### src/rtl/seq_divider_32.sv
// Iterative restoring divider for MIPS DIV/DIVU: one trial subtraction per clock,
// producing quotient (LO) and remainder (HI) after WIDTH steps plus a sign-fix step.
module seq_divider_32 #(
    parameter int WIDTH = 32
) (
    input  logic             clk,
    input  logic             rst_n,
    input  logic             start,
    input  logic             is_signed,
    input  logic [WIDTH-1:0] dividend,
    input  logic [WIDTH-1:0] divisor,
    output logic             busy,
    output logic             done,
    output logic [WIDTH-1:0] quotient,
    output logic [WIDTH-1:0] remainder,
    output logic             div_by_zero
);

    localparam int CNT_W = $clog2(WIDTH + 1);

    typedef enum logic [1:0] {IDLE, RUN, FIX} state_t;

    state_t           state_q;
    logic [CNT_W-1:0] count_q;
    logic [WIDTH-1:0] rem_q;
    logic [WIDTH-1:0] quo_q;
    logic [WIDTH-1:0] dvsr_q;
    logic             q_sign_q;
    logic             r_sign_q;
    logic             dz_q;
    logic             busy_q;
    logic             done_q;
    logic [WIDTH-1:0] quotient_q;
    logic [WIDTH-1:0] remainder_q;
    logic             div_by_zero_q;

    logic [WIDTH:0]   shifted;
    logic [WIDTH+1:0] trial;
    logic [WIDTH-1:0] rem_d;
    logic [WIDTH-1:0] quo_d;
    logic [WIDTH-1:0] abs_dividend;
    logic [WIDTH-1:0] abs_divisor;

    // The shifted partial remainder can reach WIDTH+1 bits, so the trial keeps an
    // extra sign bit; a clear top bit means the subtraction did not borrow.
    always_comb begin
        shifted = {rem_q, quo_q[WIDTH-1]};
        trial   = {1'b0, shifted} - {2'b00, dvsr_q};
        if (!trial[WIDTH+1]) begin
            rem_d = trial[WIDTH-1:0];
            quo_d = {quo_q[WIDTH-2:0], 1'b1};
        end else begin
            rem_d = shifted[WIDTH-1:0];
            quo_d = {quo_q[WIDTH-2:0], 1'b0};
        end
        abs_dividend = (is_signed && dividend[WIDTH-1]) ? -dividend : dividend;
        abs_divisor  = (is_signed && divisor[WIDTH-1])  ? -divisor  : divisor;
    end

    always_ff @(posedge clk or negedge rst_n) begin
        if (!rst_n) begin
            state_q       <= IDLE;
            count_q       <= '0;
            rem_q         <= '0;
            quo_q         <= '0;
            dvsr_q        <= '0;
            q_sign_q      <= 1'b0;
            r_sign_q      <= 1'b0;
            dz_q          <= 1'b0;
            busy_q        <= 1'b0;
            done_q        <= 1'b0;
            quotient_q    <= '0;
            remainder_q   <= '0;
            div_by_zero_q <= 1'b0;
        end else begin
            case (state_q)
                IDLE: begin
                    done_q <= 1'b0;
                    if (start) begin
                        busy_q <= 1'b1;
                        if (divisor == '0) begin
                            // Keep the raw dividend in the quotient register; it becomes HI.
                            dz_q     <= 1'b1;
                            quo_q    <= dividend;
                            q_sign_q <= 1'b0;
                            r_sign_q <= 1'b0;
                            state_q  <= FIX;
                        end else begin
                            dz_q     <= 1'b0;
                            q_sign_q <= is_signed & (dividend[WIDTH-1] ^ divisor[WIDTH-1]);
                            r_sign_q <= is_signed & dividend[WIDTH-1];
                            quo_q    <= abs_dividend;
                            dvsr_q   <= abs_divisor;
                            rem_q    <= '0;
                            count_q  <= CNT_W'(WIDTH);
                            state_q  <= RUN;
                        end
                    end
                end
                RUN: begin
                    rem_q   <= rem_d;
                    quo_q   <= quo_d;
                    count_q <= count_q - CNT_W'(1);
                    if (count_q == CNT_W'(1)) begin
                        state_q <= FIX;
                    end
                end
                FIX: begin
                    if (dz_q) begin
                        quotient_q  <= '1;
                        remainder_q <= quo_q;
                    end else begin
                        quotient_q  <= q_sign_q ? -quo_q : quo_q;
                        remainder_q <= r_sign_q ? -rem_q : rem_q;
                    end
                    div_by_zero_q <= dz_q;
                    done_q        <= 1'b1;
                    busy_q        <= 1'b0;
                    state_q       <= IDLE;
                end
                default: begin
                    state_q <= IDLE;
                end
            endcase
        end
    end

    assign busy        = busy_q;
    assign done        = done_q;
    assign quotient    = quotient_q;
    assign remainder   = remainder_q;
    assign div_by_zero = div_by_zero_q;

endmodule

### config.mk
export PLATFORM = sky130hd
export DESIGN_NAME = seq_divider_32
export DESIGN_NICKNAME = d
export VERILOG_FILES = /design/src/rtl/seq_divider_32.sv
export SDC_FILE = /design/constraint.sdc
export NUM_CORES = 1
export LEC_CHECK = 0
export CAP_MARGIN = 20
export CELL_PAD_IN_SITES_DETAIL_PLACEMENT = 2
export CELL_PAD_IN_SITES_GLOBAL_PLACEMENT = 2
export CORE_UTILIZATION = 32
export CTS_BUF_LIST = sky130_fd_sc_hd__clkbuf_4
export CTS_CLUSTER_SIZE = 14
export DETAILED_ROUTE_END_ITERATION = 6
export MAX_ROUTING_LAYER = met4
export PLACE_DENSITY_LB_ADDON = 0.12
export SLEW_MARGIN = 5
export SYNTH_ARGS = -nofsm -noshare
export SYNTH_HDL_FRONTEND = slang
export SYNTH_SLANG_ARGS = --single-unit
### constraint.sdc
create_clock -name clk -period 3.2 [get_ports clk]
set_input_delay 0.64 -clock clk [delete_from_list [all_inputs] [get_ports clk]]
set_output_delay 0.64 -clock clk [all_outputs]
set_load 0.05 [all_outputs]
==> metrics.txt <==
fillers=3943; kind of cell adding the most delay to the critical path=simple AND/OR/NAND/NOR gates; Final Hold Viols=0; area of the multi-input gates=0.006669 mm^2; cell taking the most area after synthesis=dfrtp_1; Tightest Pin Transition=1.010 ns; total grt overflow=0; average wire per standard cell=19.53 um; die area=0.03641 mm^2; P per Cell Area=1067 mW/mm^2; Worst Path Buf+Inv=2; Final WS setup=0.04988 ns; Clock Path Buffers=2; Layout area overhead=29.70%; synth top area cells=dfrtp_1 (38%), xor2_1 (7.9%), o21ai_0 (6.1%); hold_buf cts=0; slowest stage delay, CP=0.43 ns; register area=0.004355 mm^2; largest net degree at the start of global routing=69; Starting Density=0.3279; CORE AREA=0.03480 mm^2; final WL=40200 um; Die Wd=190.8 um; Switch Pwr=8.028 mW; drt pass-1 iters=4; Reg power frac=0.259; Fmax=0.3174 GHz; Distinct cells, synth=67; number of synthesized flops with an enable pin=0; Worst-path clk slew=0.15 ns; final-stage net count=1697; synthesized cell area=0.01141 mm^2; sw frac=0.5084; via count=10910; # DRC=0; initial antenna violation count=1; Most Frequent Cell on Critical Path=or3_4; root buffer cell=clkbuf_4; most common cell in the netlist=nand2_1; Max-slew headroom=0.3266; GPL Wtd Cong=0.8273; YS warnings=0; top cell type's share of synthesized area=0.3816; Gate Count Post-Synth=1360; vias in the first global route=11857; Std-Cell Rows=68; clk_lat worst skew=0.62 ns; Iter 0 DRT Violations=447; Seq/Total Area, Yosys=0.3816; FF+latch count, synth=174; status=complete, no violations; most frequent cells after synthesis=nand2_1 (178), dfrtp_1 (174), o21ai_0 (138); post-layout power=15.79 mW; Post-Place Setup Slack=-0.7342 ns; TritonCTS clock tree=yes; Clk pwr share=0.088; reg-to-reg slack, setup=0.13 ns; FFs w/ async S/R, synth=1.000; Final min period=3.150 ns; VDD IR max=566.6 uV; CP required=3.70 ns; Max-Cap Viols=0; main flop type after synthesis=dfrtp_1; global-route wire length before repair=65450 um; post-route ant nets=0; final period utilization=0.9844; IO buf count=134; Final setup viols=0; TritonCTS buffer count=17; Gate power share=0.653; CP Max Fanout=5; max-slew violation count=0; Ports=135; Via density=5.301; hpwl dp=31380 um; crit path cell chain=clkdlybuf4s50_1 > buf_4 > nor4_4 > nand2_1 > or4_4 > or3_4 > or3_4 > or3_4 > o31ai_4 > xor2_1 > o21ai_1; Die Y=190.8 um; Power Internal=7.763 mW; Worst Hold Class=input port to async pin; CTS HTree Levels=4; total clock sinks=174; Crit Path Category=input port to flip-flop; Total GRT Usage=0.2348; slowest stage cell, crit path=clkdlybuf4s50_1; Mapped Nets=1467; crit path capture type=flip-flop; fin util=0.4252; Worst R2R Path Depth=13; FF-to-FF Start=quo_q[31]$_DFFE_PN0P_; critical path arrival=3.65 ns; Reg-to-Reg End=rem_q[30]$_DFFE_PN0P_; Layout Skew=0.01753 ns; CP startpoint kind=input port; Mean Syn Cell Area=8.389 um^2; P_leak=6.366 nW; share of cells above drive strength 1=0.1473
## routing by layer
metal  vias up  track usage  routed length [um]
met3        41      0.02944                1025
met2       169       0.3923               19490
met1      5431       0.2995               18970
li1       5269            -                   -
met5         -            -                   0
met4         0      0.05785                 715
## cell type report
type / instances / area share
Multi-Input combinational cell: 1046 / 0.4507
Sequential cell: 174 / 0.2943
Timing Repair Buffer: 299 / 0.1832
Tap cell: 455 / 0.03847
Inverter: 52 / 0.01319
Clock inverter: 14 / 0.01133
Clock buffer: 17 / 0.008624
Antenna cell: 1 / 0.0001691
## cell families (layout without fill, tap and decap cells)
group / count (synthesis) / in the layout / share of synthesized area
multiplexers: 18 / 18 / 0.01590
XOR/XNOR: 150 / 150 / 0.1151
flip-flops: 174 / 174 / 0.3816
AND/OR/NAND/NOR: 419 / 419 / 0.1699
adder cells (fa/ha/maj): 39 / 39 / 0.04343
buffers and inverters: 140 / 382 / 0.04672
other: 0 / 1 / 0
AO/OA/AOI/OAI: 420 / 420 / 0.2273
## worst reg2reg max path, cell delays in order (launching register included)
cell	delay [ns]
dfrtp_1	0.44
inv_2	0.14
ha_4	0.17
inv_1	0.05
fa_2	0.35
a21o_1	0.20
nand4_1	0.13
a21oi_2	0.11
o21ai_2	0.14
a2bb2oi_1	0.11
a41o_1	0.28
and3_1	0.17
or4_4	0.54
o21ai_2	0.15
## power by group through the flow
stage / combinational (mW) / clock (mW) / sequential [mW]
floorplan: 5.25 / 0 / 5.10
global placement: 9.78 / 0 / 4.09
detailed placement: 10.1 / 0 / 4.16
CTS: 10.3 / 1.44 / 4.10
global route: 11.3 / 1.52 / 4.23
finish: 10.3 / 1.39 / 4.10
## cell usage in the layout (no fill, tap or decap), drive strengths merged, types with 38 or more instances in the layout
master,n
ha,38
nand2,178
xor2,103
a21oi,108
clkdlybuf4s50,131
o21ai,151
buf,165
dfrtp,174
inv,55
nor2,103
xnor2,47
## registers in the layout (all words and copies together) (netlist names)
register	count
quotient	32
r_sign_q	1
state_q	2
q_sign_q	1
rem_q	32
quo_q	32
done	1
remainder	32
dz_q	1
div_by_zero	1
busy	1
dvsr_q	32
count_q	6
## how the worst max path moves through the flow
stage	from	to	slack, ns	depth (start not counted)
after global routing	quo_q[31]$_DFFE_PN0P_	rem_q[30]$_DFFE_PN0P_	-0.006	14
after global placement	dividend[6]	quo_q[30]$_DFFE_PN0P_	-0.61	10
after CTS	quo_q[31]$_DFFE_PN0P_	rem_q[30]$_DFFE_PN0P_	0.003	13
after detailed placement	dividend[3]	quo_q[26]$_DFFE_PN0P_	-0.73	11
after floorplan	dividend[0]	quo_q[30]$_DFFE_PN0P_	0.006	11
final	dividend[3]	quo_q[30]$_DFFE_PN0P_	0.05	11
## through the flow
stage | TNS (ns) | hold WS [ns] | std cells | area (um^2)
floorplan | 0 | 0.3444 | 1360 | 11410
global placement | -21.00 | 0.4597 | 2022 | 14330
detailed placement | -33.50 | 0.4753 | 2022 | 14330
CTS | 0 | 0.0003868 | 2056 | 14730
global route | -0.005862 | 0.01238 | 2058 | 14800
finish | 0 | 0.01785 | 2058 | 14800
## what timing repair did
action | CTS | global route
pin swaps | 2 | 2
setup buffers | 2 | 1
hold endpoints to repair | 0 | 0
resized for setup | 11 | 17
gates cloned | 1 | 0
setup endpoints to repair | 36 | 23
No activity file was read; power rests on OpenSTA's default activity.
